## src/rtl/mul_div_unit_pkg.sv

```systemverilog
// Shared mul/div definitions: op encodings, FSM state encoding and op decode helpers.
package mul_div_unit_pkg;

  typedef enum logic [1:0] {
    MD_MULT  = 2'd0,
    MD_MULTU = 2'd1,
    MD_DIV   = 2'd2,
    MD_DIVU  = 2'd3
  } md_op_e;

  typedef enum logic [1:0] {
    IDLE = 2'd0,
    CALC = 2'd1,
    FIX  = 2'd2,
    DONE = 2'd3
  } md_state_e;

  function automatic logic op_is_signed(input logic [1:0] op);
    return (op == MD_MULT) || (op == MD_DIV);
  endfunction

  function automatic logic op_is_div(input logic [1:0] op);
    return (op == MD_DIV) || (op == MD_DIVU);
  endfunction

endpackage

```

## src/rtl/md_sign_fix.sv

```systemverilog
// Conditional two's-complement negate: takes magnitudes of operands and restores result signs.
module md_sign_fix #(
  parameter int W = 32
) (
  input  logic [W-1:0] val,
  input  logic         neg,
  output logic [W-1:0] res
);

  assign res = neg ? -val : val;

endmodule

```

## src/rtl/mul_div_unit.sv

```systemverilog
// Iterative radix-2 multiply / restoring divide unit with HI/LO result registers.
// Handshake: start is accepted only in IDLE without flush; busy stays high until the
// unit is back in IDLE; done pulses for one cycle exactly when hi/lo take the new result.
module mul_div_unit
  import mul_div_unit_pkg::*;
#(
  parameter int WIDTH = 32,
  parameter int CNT_W = $clog2(WIDTH) + 1
) (
  input  logic             clk,
  input  logic             rst,
  input  logic             start,
  input  logic [1:0]       op,
  input  logic [WIDTH-1:0] a,
  input  logic [WIDTH-1:0] b,
  input  logic             flush,
  input  logic             hi_we,
  input  logic             lo_we,
  input  logic [WIDTH-1:0] wdata,
  output logic             busy,
  output logic             done,
  output logic [WIDTH-1:0] hi,
  output logic [WIDTH-1:0] lo,
  output logic [1:0]       dbg_state
);

  md_state_e        state;
  logic [CNT_W-1:0] cnt;
  logic [WIDTH-1:0] acc;
  logic [WIDTH-1:0] mq;
  logic [WIDTH-1:0] mcand;
  logic             is_div_q;
  logic             neg_q;
  logic             sa_q;
  logic             div0_q;

  logic             sa_in;
  logic             sb_in;
  logic [WIDTH-1:0] mag_a;
  logic [WIDTH-1:0] mag_b;

  assign sa_in = op_is_signed(op) & a[WIDTH-1];
  assign sb_in = op_is_signed(op) & b[WIDTH-1];

  md_sign_fix #(.W(WIDTH)) u_mag_a (.val(a), .neg(sa_in), .res(mag_a));
  md_sign_fix #(.W(WIDTH)) u_mag_b (.val(b), .neg(sb_in), .res(mag_b));

  // acc:mq is the running product (acc upper) or remainder:quotient pair.
  logic [WIDTH:0]   mul_sum;
  logic [WIDTH:0]   div_shift;
  logic [WIDTH+1:0] div_trial;
  logic             div_ok;

  assign mul_sum   = {1'b0, acc} + (mq[0] ? {1'b0, mcand} : '0);
  assign div_shift = {acc, mq[WIDTH-1]};
  assign div_trial = {1'b0, div_shift} - {2'b00, mcand};
  assign div_ok    = ~div_trial[WIDTH+1];

  logic [2*WIDTH-1:0] prod_fix;
  logic [WIDTH-1:0]   quot_fix;
  logic [WIDTH-1:0]   rem_fix;
  logic [WIDTH-1:0]   res_hi;
  logic [WIDTH-1:0]   res_lo;

  md_sign_fix #(.W(2*WIDTH)) u_fix_prod (.val({acc, mq}), .neg(neg_q), .res(prod_fix));
  // Divide by zero leaves the all-ones quotient raw; the remainder sign fix turns |a| back into a.
  md_sign_fix #(.W(WIDTH)) u_fix_quot (.val(mq), .neg(neg_q & ~div0_q), .res(quot_fix));
  md_sign_fix #(.W(WIDTH)) u_fix_rem (.val(acc), .neg(sa_q), .res(rem_fix));

  assign res_hi = is_div_q ? rem_fix  : prod_fix[2*WIDTH-1:WIDTH];
  assign res_lo = is_div_q ? quot_fix : prod_fix[WIDTH-1:0];

  always_ff @(posedge clk) begin
    if (rst) begin
      state    <= IDLE;
      cnt      <= '0;
      acc      <= '0;
      mq       <= '0;
      mcand    <= '0;
      is_div_q <= 1'b0;
      neg_q    <= 1'b0;
      sa_q     <= 1'b0;
      div0_q   <= 1'b0;
      done     <= 1'b0;
      hi       <= '0;
      lo       <= '0;
    end else begin
      done <= 1'b0;
      case (state)
        IDLE: begin
          if (hi_we) hi <= wdata;
          if (lo_we) lo <= wdata;
          if (start && !flush) begin
            acc      <= '0;
            mq       <= mag_a;
            mcand    <= mag_b;
            cnt      <= CNT_W'(WIDTH);
            is_div_q <= op_is_div(op);
            neg_q    <= sa_in ^ sb_in;
            sa_q     <= sa_in;
            div0_q   <= op_is_div(op) && (b == '0);
            state    <= CALC;
          end
        end
        CALC: begin
          if (flush) begin
            state <= IDLE;
          end else begin
            if (is_div_q) begin
              acc <= div_ok ? div_trial[WIDTH-1:0] : div_shift[WIDTH-1:0];
              mq  <= {mq[WIDTH-2:0], div_ok};
            end else begin
              acc <= mul_sum[WIDTH:1];
              mq  <= {mul_sum[0], mq[WIDTH-1:1]};
            end
            cnt <= cnt - CNT_W'(1);
            if (cnt == CNT_W'(1)) state <= FIX;
          end
        end
        FIX: begin
          if (flush) begin
            state <= IDLE;
          end else begin
            hi    <= res_hi;
            lo    <= res_lo;
            done  <= 1'b1;
            state <= DONE;
          end
        end
        DONE:    state <= IDLE;
        default: state <= IDLE;
      endcase
    end
  end

  assign busy      = (state != IDLE);
  assign dbg_state = state;

endmodule

```

## config.mk

```make
export PLATFORM = sky130hd
export DESIGN_NAME = mul_div_unit
export DESIGN_NICKNAME = d
export VERILOG_FILES = /design/src/rtl/mul_div_unit_pkg.sv /design/src/rtl/md_sign_fix.sv /design/src/rtl/mul_div_unit.sv
export SDC_FILE = /design/constraint.sdc
export NUM_CORES = 1
export LEC_CHECK = 0
export ABC_AREA = 1
export CORE_UTILIZATION = 35
export DETAILED_ROUTE_END_ITERATION = 7
export PLACE_DENSITY_LB_ADDON = 0.2
export SYNTH_ARGS = -nofsm -noshare
export SYNTH_HDL_FRONTEND = slang
export SYNTH_SLANG_ARGS = --single-unit
```

## constraint.sdc

```tcl
create_clock -name clk -period 5 [get_ports clk]
set_input_delay 1 -clock clk [delete_from_list [all_inputs] [get_ports clk]]
set_output_delay 1 -clock clk [all_outputs]
set_load 0.05 [all_outputs]
```

---- Word level (Yosys, flattened, before mapping) ----
Index checks and enable logic that the tools add are counted.
operators by class
  $add $sub $neg .......................... 8
  equal/unequal tests ..................... 12
  mux-type cells .......................... 32
  bitwise gates (word level) .............. 7
  reductions and logical operators ........ 17
operator list
  cell                   count
  $mux W32               18
  $pmux W32 S2           4
  $neg A32 Y32           4
  $mux W64               1
  $neg A64 Y64           1
  $sub A33 B32 Y34       1
  $add A32 B32 Y33       1
  $logic_not A32 Y1      1
  $mux W6                2
  $pmux W6 S2            1
  $ne A2 B2 Y1 const B   5
  $reduce_and A3 Y1      3
  $eq A2 B2 Y1 const B   4
  $mux W2                4
  $pmux W2 S4            1
  $eq A6 B1 Y1 const B   1
  $reduce_bool A2 Y1     3
  $sub A6 B1 Y6 const B  1
  $logic_not A2 Y1       2
  $reduce_and A2 Y1      2
  $and A1 B1 Y1          3
  $ne A3 B3 Y1 const B   1
  $not A1 Y1             3
  $eq A2 B1 Y1 const B   1
  other kinds (6)        8
word-level totals
  flip-flop bits (word level) ............. 173
  output and inout bits ................... 68

---- Longest topological paths before layout ----
Gate-level depths: netlist of the first run.
  depth after elaboration ................. 6
  mapped depth ............................ 19
  mapped depth without buffers ............ 18

---- Modules after synthesis ----
A second synthesis of the first run with hierarchy kept.
unflattened totals
  cells, all modules ...................... 3669
  area, all modules ....................... 20136.8 um^2
modules (own cells, without submodules)
  module                        times used  cells an instance  area each (um^2)  sequential area each (um^2)
  mul_div_unit                  1           2270               13530.5           3463.3
  md_sign_fix at u_fix_rem ...  3           225                1052.3            0.0
  md_sign_fix at u_fix_prod     1           498                2411.1            0.0
  md_sign_fix at u_fix_quot     1           226                1038.5            0.0

---- Worst setup path before layout of the first run ----
Ideal clock, no wire load.
  kind .................................... in2reg
  start point ............................. input a[1]
  end point ............................... register mq[28]
  setup time .............................. 119 ps
  arrival time ............................ 2365 ps
  slack ................................... 2515 ps
  stages .................................. 12
  path buffers ............................ 0
  path through ............................ inv_1 -> ha_1 -> inv_1 -> nor3_2 -> nand2_1 -> nor2_1 -> nand4_1 -> o21ai_1 -> nand2_1 -> xor2_1 -> nand2_1 -> a21oi_1
on the way
  word-level cells in the longest chain between the ends .. 4
RTL lines
  what                  line                 RTL
  start, declared       mul_div_unit.sv:14   input logic [WIDTH-1:0] a,
  $neg A32 Y32          md_sign_fix.sv:10    assign res = neg ? -val : val;
  $mux W32              md_sign_fix.sv:10
  $mux W32              mul_div_unit.sv:93   if (start && !flush) begin
  $pmux W32 S2          mul_div_unit.sv:89   case (state)
  end signal, assigned  mul_div_unit.sv:95   mq <= mag_a;
  end signal, assigned  mul_div_unit.sv:111  mq <= {mq[WIDTH-2:0], div_ok};
  end signal, assigned  mul_div_unit.sv:114  mq <= {mul_sum[0], mq[WIDTH-1:1]};
  end, declared         mul_div_unit.sv:30   logic [WIDTH-1:0] mq;
Every way passes these cells. The select of a mux whose other input is x is not followed.
A chain may end at the register's enable or synchronous reset.

---- Final worst setup path of the first run ----
  start point ............................. register acc[23]
  end point ............................... register acc[26]
on the way
  word-level cells in the longest chain between the ends .. 5
  elaborated cells between the ends (all ways) .. 6
RTL lines
  what                    line                 RTL
  start, declared         mul_div_unit.sv:29   logic [WIDTH-1:0] acc;
  start signal, assigned  mul_div_unit.sv:110  acc <= div_ok ? div_trial[WIDTH-1:0] : div_shift[WIDTH-1:0];
  start signal, assigned  mul_div_unit.sv:113  acc <= mul_sum[WIDTH:1];
  $sub A33 B32 Y34        mul_div_unit.sv:56   assign div_trial = {1'b0, div_shift} - {2'b00, mcand};
  $mux W32                mul_div_unit.sv:110
  $mux W32 (*)            mul_div_unit.sv:109  if (is_div_q) begin
  $mux W32 (*)            mul_div_unit.sv:106  if (flush) begin
  $pmux W32 S2 (*)        mul_div_unit.sv:89
Mark *: on every way between the ends. The rest lies on a longest branch, timed or not. The select of a mux whose other input is x is not followed.

==> results of run 1 <==
worst max-delay path by stage:
stage	cells past startpoint	start	to	slack (ns)
after detailed placement	6	flush	lo[10]$_SDFFE_PP0P_	1.48
final	13	acc[23]$_SDFFE_PP0P_	acc[26]$_SDFFE_PP0P_	1.71
after global placement	12	flush	cnt[4]$_SDFFE_PP0P_	1.50
after global routing	13	acc[23]$_SDFFE_PP0P_	acc[26]$_SDFFE_PP0P_	1.50
after CTS	3	dbg_state[1]$_SDFFE_PP0P_	busy	1.73
after floorplan	12	a[1]	mq[28]$_SDFFE_PP0P_	2.52
tightest hold or removal path, stage by stage (launching register included):
cell     delay, ns
dfxtp_1       0.32
nand2_1       0.06
a21oi_1       0.05
cell usage after synthesis (all sizes together):
| cell type | count | area, µm² |
|---|---|---|
| nand2 | 786 | 2980 |
| inv | 456 | 1710 |
| nor2 | 308 | 1250 |
| a21oi | 288 | 1460 |
| nand3 | 275 | 1420 |
| o21ai | 259 | 1320 |
| dfxtp | 173 | 3460 |
| clkbuf | 77 | 289 |
| ha | 70 | 876 |
| nand4 | 50 | 313 |
| a31oi | 38 | 238 |
| nor3 | 36 | 208 |
| xor2 | 33 | 289 |
| buf | 31 | 171 |
| nand3b | 21 | 158 |
| xnor2 | 19 | 166 |
| o211ai | 13 | 97.6 |
| o21bai | 11 | 82.6 |
| or2 | 10 | 62.6 |
| nor4 | 6 | 37.5 |
| a221oi | 4 | 35.0 |
| o221ai | 4 | 35.0 |
| o22ai | 3 | 18.8 |
| a211oi | 2 | 15.0 |
| and2 | 2 | 12.5 |
| and3 | 2 | 12.5 |
| clkinv | 2 | 7.51 |
| fa | 2 | 40.0 |
| nor3b | 2 | 15.0 |
| o31ai | 2 | 15.0 |
| o32ai | 2 | 17.5 |
| a21o | 1 | 7.51 |
| a311oi | 1 | 8.76 |
| and3b | 1 | 8.76 |
| o211a | 1 | 10.0 |
| o221a | 1 | 11.3 |
| o41ai | 1 | 8.76 |
where the power goes:
| group | switching (mW) | internal [mW] |
|---|---|---|
| clock network | 0.753 | 0.682 |
| logic | 1.09 | 0.502 |
| registers | 0.124 | 1.48 |
flip-flops by register name (all words and copies together) (netlist names):
| register | flops |
|---|---|
| acc | 32 |
| sa_q | 1 |
| div0_q | 1 |
| mcand | 32 |
| dbg_state | 2 |
| lo | 32 |
| neg_q | 1 |
| is_div_q | 1 |
| done | 1 |
| cnt | 6 |
| hi | 32 |
| mq | 32 |
per-layer routing:
layer / track usage [%] / wire length, µm / up-vias
li1: - / - / 9990
met1: 41.8 / 34500 / 9315
met2: 44.3 / 31300 / 852
met3: 4.09 / 5360 / 105
met4: 11.6 / 2520 / 0
met5: 0 / 0 / -
stage by stage:
step | instances | instance area [µm²] | hold WS [ns] | setup slack [ns] | utilization [%]
6_report | 3725 | 19700 | 0.480 | 1.71 | 41.3
5_1_grt | 3725 | 19700 | 0.511 | 1.50 | 41.3
4_1_cts | 3725 | 19700 | 0.482 | 1.73 | 41.3
3_5_place_dp | 3693 | 19100 | 0.469 | 1.48 | 40.0
3_3_place_gp | 3693 | 19100 | 0.471 | 1.50 | 40.0
2_1_floorplan | 2993 | 16900 | 0.423 | 2.52 | -
area by class of cell:
cell class / count / share of cell area [%]
sequential: 173 / 17.6
multi-input combinational: 2254 / 57.1
inverter: 458 / 8.73
clock buffer: 17 / 2.16
clock inverter: 15 / 0.915
tap: 615 / 3.91
timing repair buffer: 193 / 9.57
cell families (layout without fill, tap and decap cells):
family,count (synthesis),in the layout,synth area share [%]
AOI/OAI and AO/OA,631,631,20.1
xor gates and xnor gates,52,52,2.70
adders and majority gates,72,72,5.43
buffers and inverters,566,683,12.9
DFF,173,173,20.5
and+or+nand+nor,1499,1499,38.4
==> impl_metrics.yaml, run 1 <==
critical_path:
  slowest_delay_ns: 0.65
  crit_family: "simple AND/OR/NAND/NOR gates"
  crit_slowest_cell: "dfxtp_1"
  rr_worst_depth: 13
  cp.arrival_ns: 3.66
  path_buf_inv: 1
  r2r-end: "acc[26]$_SDFFE_PP0P_"
  crit_type: "flop to flop"
  worstPathCellList: "ha_1 > nand2_1 > nor2_1 > inv_2 > nor2_1 > and3_1 > nand2_2 > nand2_4 > nand2_1 > nand2_1 > nand2_1 > nand2_1 > a21oi_1"
  r2r_start: "acc[23]$_SDFFE_PP0P_"
  cp.required_ns: 5.36
  crit_fanout: 35
  reg2reg_slack_ns: 1.71
  start_kind: "flop"
  cp_common_cell: "nand2_1"
  critPathCaptureType: "flop"
placement:
  io_buffers: 171
  place_congestion: 0.988
  dpl.hpwl_um: 59600
cells_and_area:
  area_growth_pct: 16.7
  final_common_cell: "nand2_1"
  final_nets: 3273
  nFillCells: 5214
  regArea_um2: 3460
  final_cell_mix: "779 x nand2_1, 442 x inv_1, 289 x nor2_1"
  diodes: 0
  layout-drive-gt1-share_pct: 3.92
  multiInputGateArea_um2: 11200
clock_tree:
  path_clk_slew_ns: 0.08
  post_cts_buffers: 0
  cts_tree: "done"
  clockBufferDepth: 2
  htreeDepth: 4
  cts_sinks: 173
  cts-root-buf: "clkbuf_16"
  cts_made_buffers: 17
  clk_latency_ns: 0.51
  cts.repair.resized: 0
  hold_buffers: 0
sta:
  slew-limit-headroom_pct: 34.1
  skew_ns: 0.0146
  period_minus_slack_ns: 3.29
  setup_viol: 0
  tns_ns: 0
  worst_pin_slew_ns: 0.989
  slew_violations: 0
  max_freq_mhz: 304
  hold_viol: 0
  rsz0062_at_grt: "no"
  post-route-period-util_pct: 65.8
drt:
  wirelength_um: 73700
  routedWlPerCell_um: 19.8
  drc_errors: 0
  vias: 20300
  first_pass_iters: 6
  post_drt_via_cell_ratio: 5.44
  ant_nets: 0
  drt_iter0_drc: 2057
power:
  powerDensity_nw_per_um2: 235
  vdd_drop_max_uv: 241
  total_power_mw: 4.63
  leakage_nw: 9.36
yosys:
  synth-seq-cells: 173
  avgSynthCellArea_um2: 5.64
  synthesis.nets: 3169
  ys_seq_area_share_pct: 20.5
  yosys_warnings: 0
  synthCells: 2993
  syn_area_um2: 16900
  ys_types: 54
worst_hold_path:
  min_path_type: "flop to flop"
  holdPathStages: 2
  hold_end: "cnt[5]$_SDFFE_PP0P_"
  worstHoldStart: "cnt[5]$_SDFFE_PP0P_"
outcome:
  status: "finished clean"
global_routing:
  grt_pass1_vias: 18300
  grt_pass1_wl_um: 110000
  grt_overflow_total: 0
  grt_max_degree: 93
  grt_usage_pct: 29.4
  antenna_found_initial: 0
die:
  die_width_um: 222
  std_cell_rows: 80
  die_area_um2: 49100
  die_h_um: 222
  io_pins: 172
  start_util_pct: 35.4
  core_area_um2: 47600
run:
  drv_cap: 0
Power figures use the tool's default switching activity.
==> inputs of run 2 (changes only) <==
clock period = 2.7 ns   (was 5 ns; I/O delays follow)
==> run 2 against run 1 <==
Routed wire length rose by 3.9%. Critical endpoint is now acc[19]$_SDFFE_PP0P_. Hold slack got worse by 0.0079 ns. First-iteration DRC count rose by 2.4%. Critical path type unchanged. Cell count rose by 3.8%. Power rose by 88%. Combinational power rose by 97%. Via count rose by 3.2%. Critical path depth rose by 4.
==> impl_metrics.yaml, run 2 (same netlist as run 1, synthesis figures left out) <==
global_routing:
  grt_pass1_vias: 19000
  grt_max_degree: 93
  antenna_found_initial: 0
  grt_usage_pct: 30.6
  grt_overflow_total: 0
  grt_pass1_wl_um: 115000
drt:
  first_pass_iters: 6
  ant_nets: 0
  post_drt_via_cell_ratio: 5.41
  routedWlPerCell_um: 19.8
  wirelength_um: 76600
  drc_errors: 0
  vias: 20900
  drt_iter0_drc: 2107
power:
  leakage_nw: 10.1
  vdd_drop_max_uv: 349
  powerDensity_nw_per_um2: 416
clock_tree:
  clockBufferDepth: 2
  cts_made_buffers: 17
  cts_sinks: 173
  clk_latency_ns: 0.51
  cts_tree: "done"
  htreeDepth: 4
  cts-root-buf: "clkbuf_16"
  path_clk_slew_ns: 0.08
die:
  core_area_um2: 47600
  std_cell_rows: 80
  die_h_um: 222
  die_area_um2: 49100
  io_pins: 172
  die_width_um: 222
  start_util_pct: 35.4
critical_path:
  slowest_delay_ns: 0.34
  cp.depth: 17
  rr_worst_depth: 17
  start_kind: "flop"
  crit_family: "simple AND/OR/NAND/NOR gates"
  worstPathCellList: "buf_12 > buf_4 > nand2_1 > inv_1 > ha_1 > buf_4 > nand2_1 > nor2_2 > inv_1 > nor2_2 > nand4_1 > nand4_1 > nand3_1 > nand2_1 > inv_1 > nand2_1 > a21oi_1"
  crit_type: "flop to flop"
  r2r-end: "acc[19]$_SDFFE_PP0P_"
  path_buf_inv: 6
  reg2reg_slack_ns: 0.14
  crit_fanout: 19
  cp_common_cell: "nand2_1"
  cp-startpoint: "mq[0]$_SDFFE_PP0P_"
  cp.required_ns: 3.06
  crit_slowest_cell: "dfxtp_2"
  cp.arrival_ns: 2.92
  critPathCaptureType: "flop"
  r2r_start: "mq[0]$_SDFFE_PP0P_"
  crit_end: "acc[19]$_SDFFE_PP0P_"
placement:
  post-place-cells: 3833
  io_buffers: 171
  place_congestion: 1.03
  dpl.hpwl_um: 63200
sta:
  hold_viol: 0
  skew_ns: 0.0193
  slew_violations: 0
  worst_pin_slew_ns: 0.751
  max_freq_mhz: 391
  hold_slack_ns: 0.472
  tns_ns: 0
  post-route-period-util_pct: 94.7
  slew-limit-headroom_pct: 49.5
  period_minus_slack_ns: 2.56
  setup_viol: 0
cells_and_area:
  final_nets: 3415
  nFillCells: 5164
  final_cell_mix: "773 x nand2_1, 442 x inv_1, 278 x a21oi_1"
  area_growth_pct: 24.1
  layout-drive-gt1-share_pct: 9.23
  diodes: 0
  final_common_cell: "nand2_1"
  final_cells: 3867
worst_hold_path:
  min_path_type: "input port to flop"
  holdPathStages: 2
run:
  drv_cap: 0
outcome:
  status: "finished clean"
run 2: per-stage QoR:
stage	area [µm²]	worst slack (ns)	power, mW	util, %
detailed placement	20200	-0.0657	6.08	42.4
global route	20900	-0.00225	9.17	44.0
global placement	20200	-0.0277	6.07	42.4
floorplan	16900	0.468	4.88	-
CTS	20800	0.00915	8.73	43.7
finish	20900	0.144	8.72	44.0
run 2: metal layers:
layer  GRT usage [%]  up-vias  share of wire, %
met5               0        -                 0
met4            10.3        0               3.0
met3            5.88      103               8.9
met2            45.8      918                42
met1            43.6     9643                46
li1                -    10300                 -
run 2: layout make-up:
class / instances / area, µm² / area share (%)
clock buffers: 18 / 429 / 2.05
repair buffers: 335 / 3040 / 14.5
flip-flops and latches: 173 / 3470 / 16.6
inverters: 458 / 1720 / 8.21
clock inverters: 14 / 168 / 0.800
multi-input cells: 2254 / 11400 / 54.2
well taps: 615 / 769 / 3.67
run 2: repair_timing:
| action | 4_1_cts | 5_1_grt |
|---|---|---|
| pin swaps | 0 | 4 |
| gates resized for setup | 1 | 42 |
| buffers inserted | 0 | 2 |
| setup endpoints to repair | 1 | 31 |
| hold buffers | 0 | 0 |
run 2: how the worst min path moves through the flow:
stage               slack [ns]                start                         to
floorplan                 0.42  div0_q$_SDFFE_PP0P_        div0_q$_SDFFE_PP0P_
global placement          0.47  cnt[0]$_SDFFE_PP0P_        cnt[0]$_SDFFE_PP0P_
detailed placement        0.48  cnt[1]$_SDFFE_PP0P_        cnt[1]$_SDFFE_PP0P_
CTS                       0.45                  rst  dbg_state[1]$_SDFFE_PP0P_
global route              0.48                  rst        cnt[5]$_SDFFE_PP0P_
finish                    0.47                  rst        cnt[5]$_SDFFE_PP0P_
run 2: where the power goes:
group / internal (mW) / switching (mW) / total [mW] / leakage [nW]
clock network: 1.32 / 1.32 / 2.64 / 0.289
logic: 1.05 / 2.09 / 3.14 / 8.39
registers: 2.75 / 0.195 / 2.94 / 1.43
total: 5.12 / 3.60 / 8.72 / 10.1
run 2: worst register-to-register path, delay by kind of cell, from the launching register on:
family          cells  cell delay (ns)
flops               1             0.34
fa+ha+maj           1             0.32
compound gates      1             0.05
simple gates        9             1.03
buf+inv             6             0.70
==> edit (config.mk and constraints of run 2) <==
Set the parameter `WIDTH` to 16 (it was 32).
--- a/src/rtl/mul_div_unit.sv
+++ b/src/rtl/mul_div_unit.sv
@@ -6,3 +6,3 @@
 #(
-  parameter int WIDTH = 32,
+  parameter int WIDTH = 16,
   parameter int CNT_W = $clog2(WIDTH) + 1
Ports: changed (5 resized); port bits go from 172 to 92. The function was not compared with the original's and may differ.
==> edit against run 2 <==
Power is 50% lower; worst setup slack better by 0.16 ns; hold slack worse by 0.0050 ns; synthesized cell count is 56% lower; synthesized area is 53% lower; fmax is 6.8% higher; sequential cell count is 81 lower; count of clock-buffer cells in the layout is 9 lower; final area is 54% lower; via count is 57% lower; largest power group is now registers; highest routed layer unchanged; wire length is 65% lower.
==> edit: results (changes against run 2) <==
* Pin count of the biggest net entering global routing at 50 (was 93)
* Ranking of synthesized cells by area: dfxtp_1 (23%), nand2_1 (15%), nand3_1 (8.2%), o21ai_0 (7.7%), a21oi_1 (7.7%) (was dfxtp_1 (21%), nand2_1 (17%), inv_1 (9.9%), a21oi_1 (8.4%), nand3_1 (8.0%))
* Initial DRC Count at 655 (was 2107)
* WL per Instance at 15.7 um (was 19.8 um)
* Post-DP Area at 9330 sq um (was 20200 sq um)
* Crit. Startpoint: dbg_state[1]$_SDFFE_PP0P_ (was mq[0]$_SDFFE_PP0P_)
* GR Layer Usage met1 at 0.341 (was 0.436)
* DR WL met3 at 1.49 mm (was 6.82 mm)
* Fin util at 0.434 (was 0.440)
* Htree depth at 3 (was 4)
* R2R Path End: acc[15]$_SDFFE_PP0P_ (was acc[19]$_SDFFE_PP0P_)
* First-pass GRT wire length at 43.0 mm (was 115 mm)
* Final setup fails at 0 (unchanged)
* Port Buffer Count at 91 (was 171)
* Reg2reg setup slack at 0.36 ns (was 0.14 ns)
* WHS Endpoint: cnt[1]$_SDFFE_PP0P_ (was cnt[5]$_SDFFE_PP0P_)
* Reg2Reg Depth at 13 (was 17)
* Pin slew with the least headroom to its limit at 0.569 ns (was 0.751 ns)
* # nets final at 1514 (was 3415)
* Vias in the first global route at 7955 (was 19000)
* M2 GR Usage at 0.354 (was 0.458)
* Via-per-instance ratio at 5.24 (was 5.41)
* Seq/Total Area, Yosys at 0.230 (was 0.205)
* Overall Global Routing Usage at 0.231 (was 0.306)
* Metal1 wirelength at 13.5 mm (was 35.2 mm)
* Post-Syn Nets at 1424 (was 3169)
* Worst-path fanout max at 4 (was 19)
* Worst hold start: cnt[1]$_SDFFE_PP0P_ (was rst)
* Layout cells sized above 1 at 0.0935 (was 0.0923)
* Fill cells at 2418 (was 5164)
* Setup Skew at 0.0131 ns (was 0.0193 ns)
* Commonest cells post-synth: nand2_1 (315), inv_1 (162), nand3_1 (132), o21ai_0 (124), a21oi_1 (123) (was nand2_1 (780), inv_1 (443), nor2_1 (289), a21oi_1 (282), nand3_1 (270))
* Netlist cell types at 47 (was 54)
* Clk_lat worst skew at 0.36 ns (was 0.51 ns)
* P_leak at 4.42 nW (was 10.1 nW)
* Max VDD drop at 0.000245 V (was 0.000349 V)
* DRT Pass-1 Iters at 5 (was 6)
* Met3 GRT Util at 0.0238 (was 0.0588)
* Status: finished clean (unchanged)
* Critical Path End: busy (was acc[19]$_SDFFE_PP0P_)
* CTS Buf Count at 9 (was 17)
* Metal2 WL at 11.3 mm (was 32.3 mm)
* Cts repair resizes at 0 (was 1)
## edit: changes by cell type after synthesis, sizes merged, moves of 20 or more
cell,before,now
o21ai,259,130
nand3,275,144
nand4,50,16
inv,456,179
a21oi,288,133
xor2,33,8
nor3,36,16
clkbuf,77,23
nor2,308,126
dfxtp,173,92
ha,70,38
nand2,786,326
## edit: worst max-delay path: stages, from the launching register on
cell	delay, ns
dfxtp_1	0.45
nor2_4	0.08
inv_2	0.13
clkdlybuf4s50_1	0.82
## edit: report_power, final
part | total [mW] | leakage [nW] | switching, mW | internal (mW)
logic | 1.46 | 3.52 | 0.961 | 0.502
clock network | 1.31 | 0.149 | 0.651 | 0.664
registers | 1.54 | 0.755 | 0.0908 | 1.45
## edit: stage by stage
| stage | power [mW] | setup slack, ns | std cells | hold WS (ns) |
|---|---|---|---|---|
| 6_report | 4.32 | 0.308 | 1703 | 0.467 |
| 5_1_grt | 4.56 | 0.171 | 1703 | 0.499 |
| 4_1_cts | 4.33 | 0.299 | 1703 | 0.469 |
| 3_5_place_dp | 3.02 | 0.193 | 1687 | 0.459 |
| 3_3_place_gp | 3.02 | 0.217 | 1687 | 0.451 |
| 2_1_floorplan | 2.57 | 0.638 | 1328 | 0.441 |
## edit: logic make-up after synthesis
kind of cell / Yosys count / synth area share
AOI/OAI and AO/OA: 314 / 0.214
and+or+nand+nor: 644 / 0.367
DFF: 92 / 0.230
buffers and inverters: 227 / 0.112
xor gates and xnor gates: 11 / 0.0120
adders and majority gates: 40 / 0.0644
## edit: final cells by class
type	instances	share of cell area
clock inverters	7	0.00793
inverters	179	0.0698
well taps	280	0.0364
repair buffers	127	0.124
clock buffers	9	0.0234
multi-input cells	1009	0.547
flip-flops and latches	92	0.191
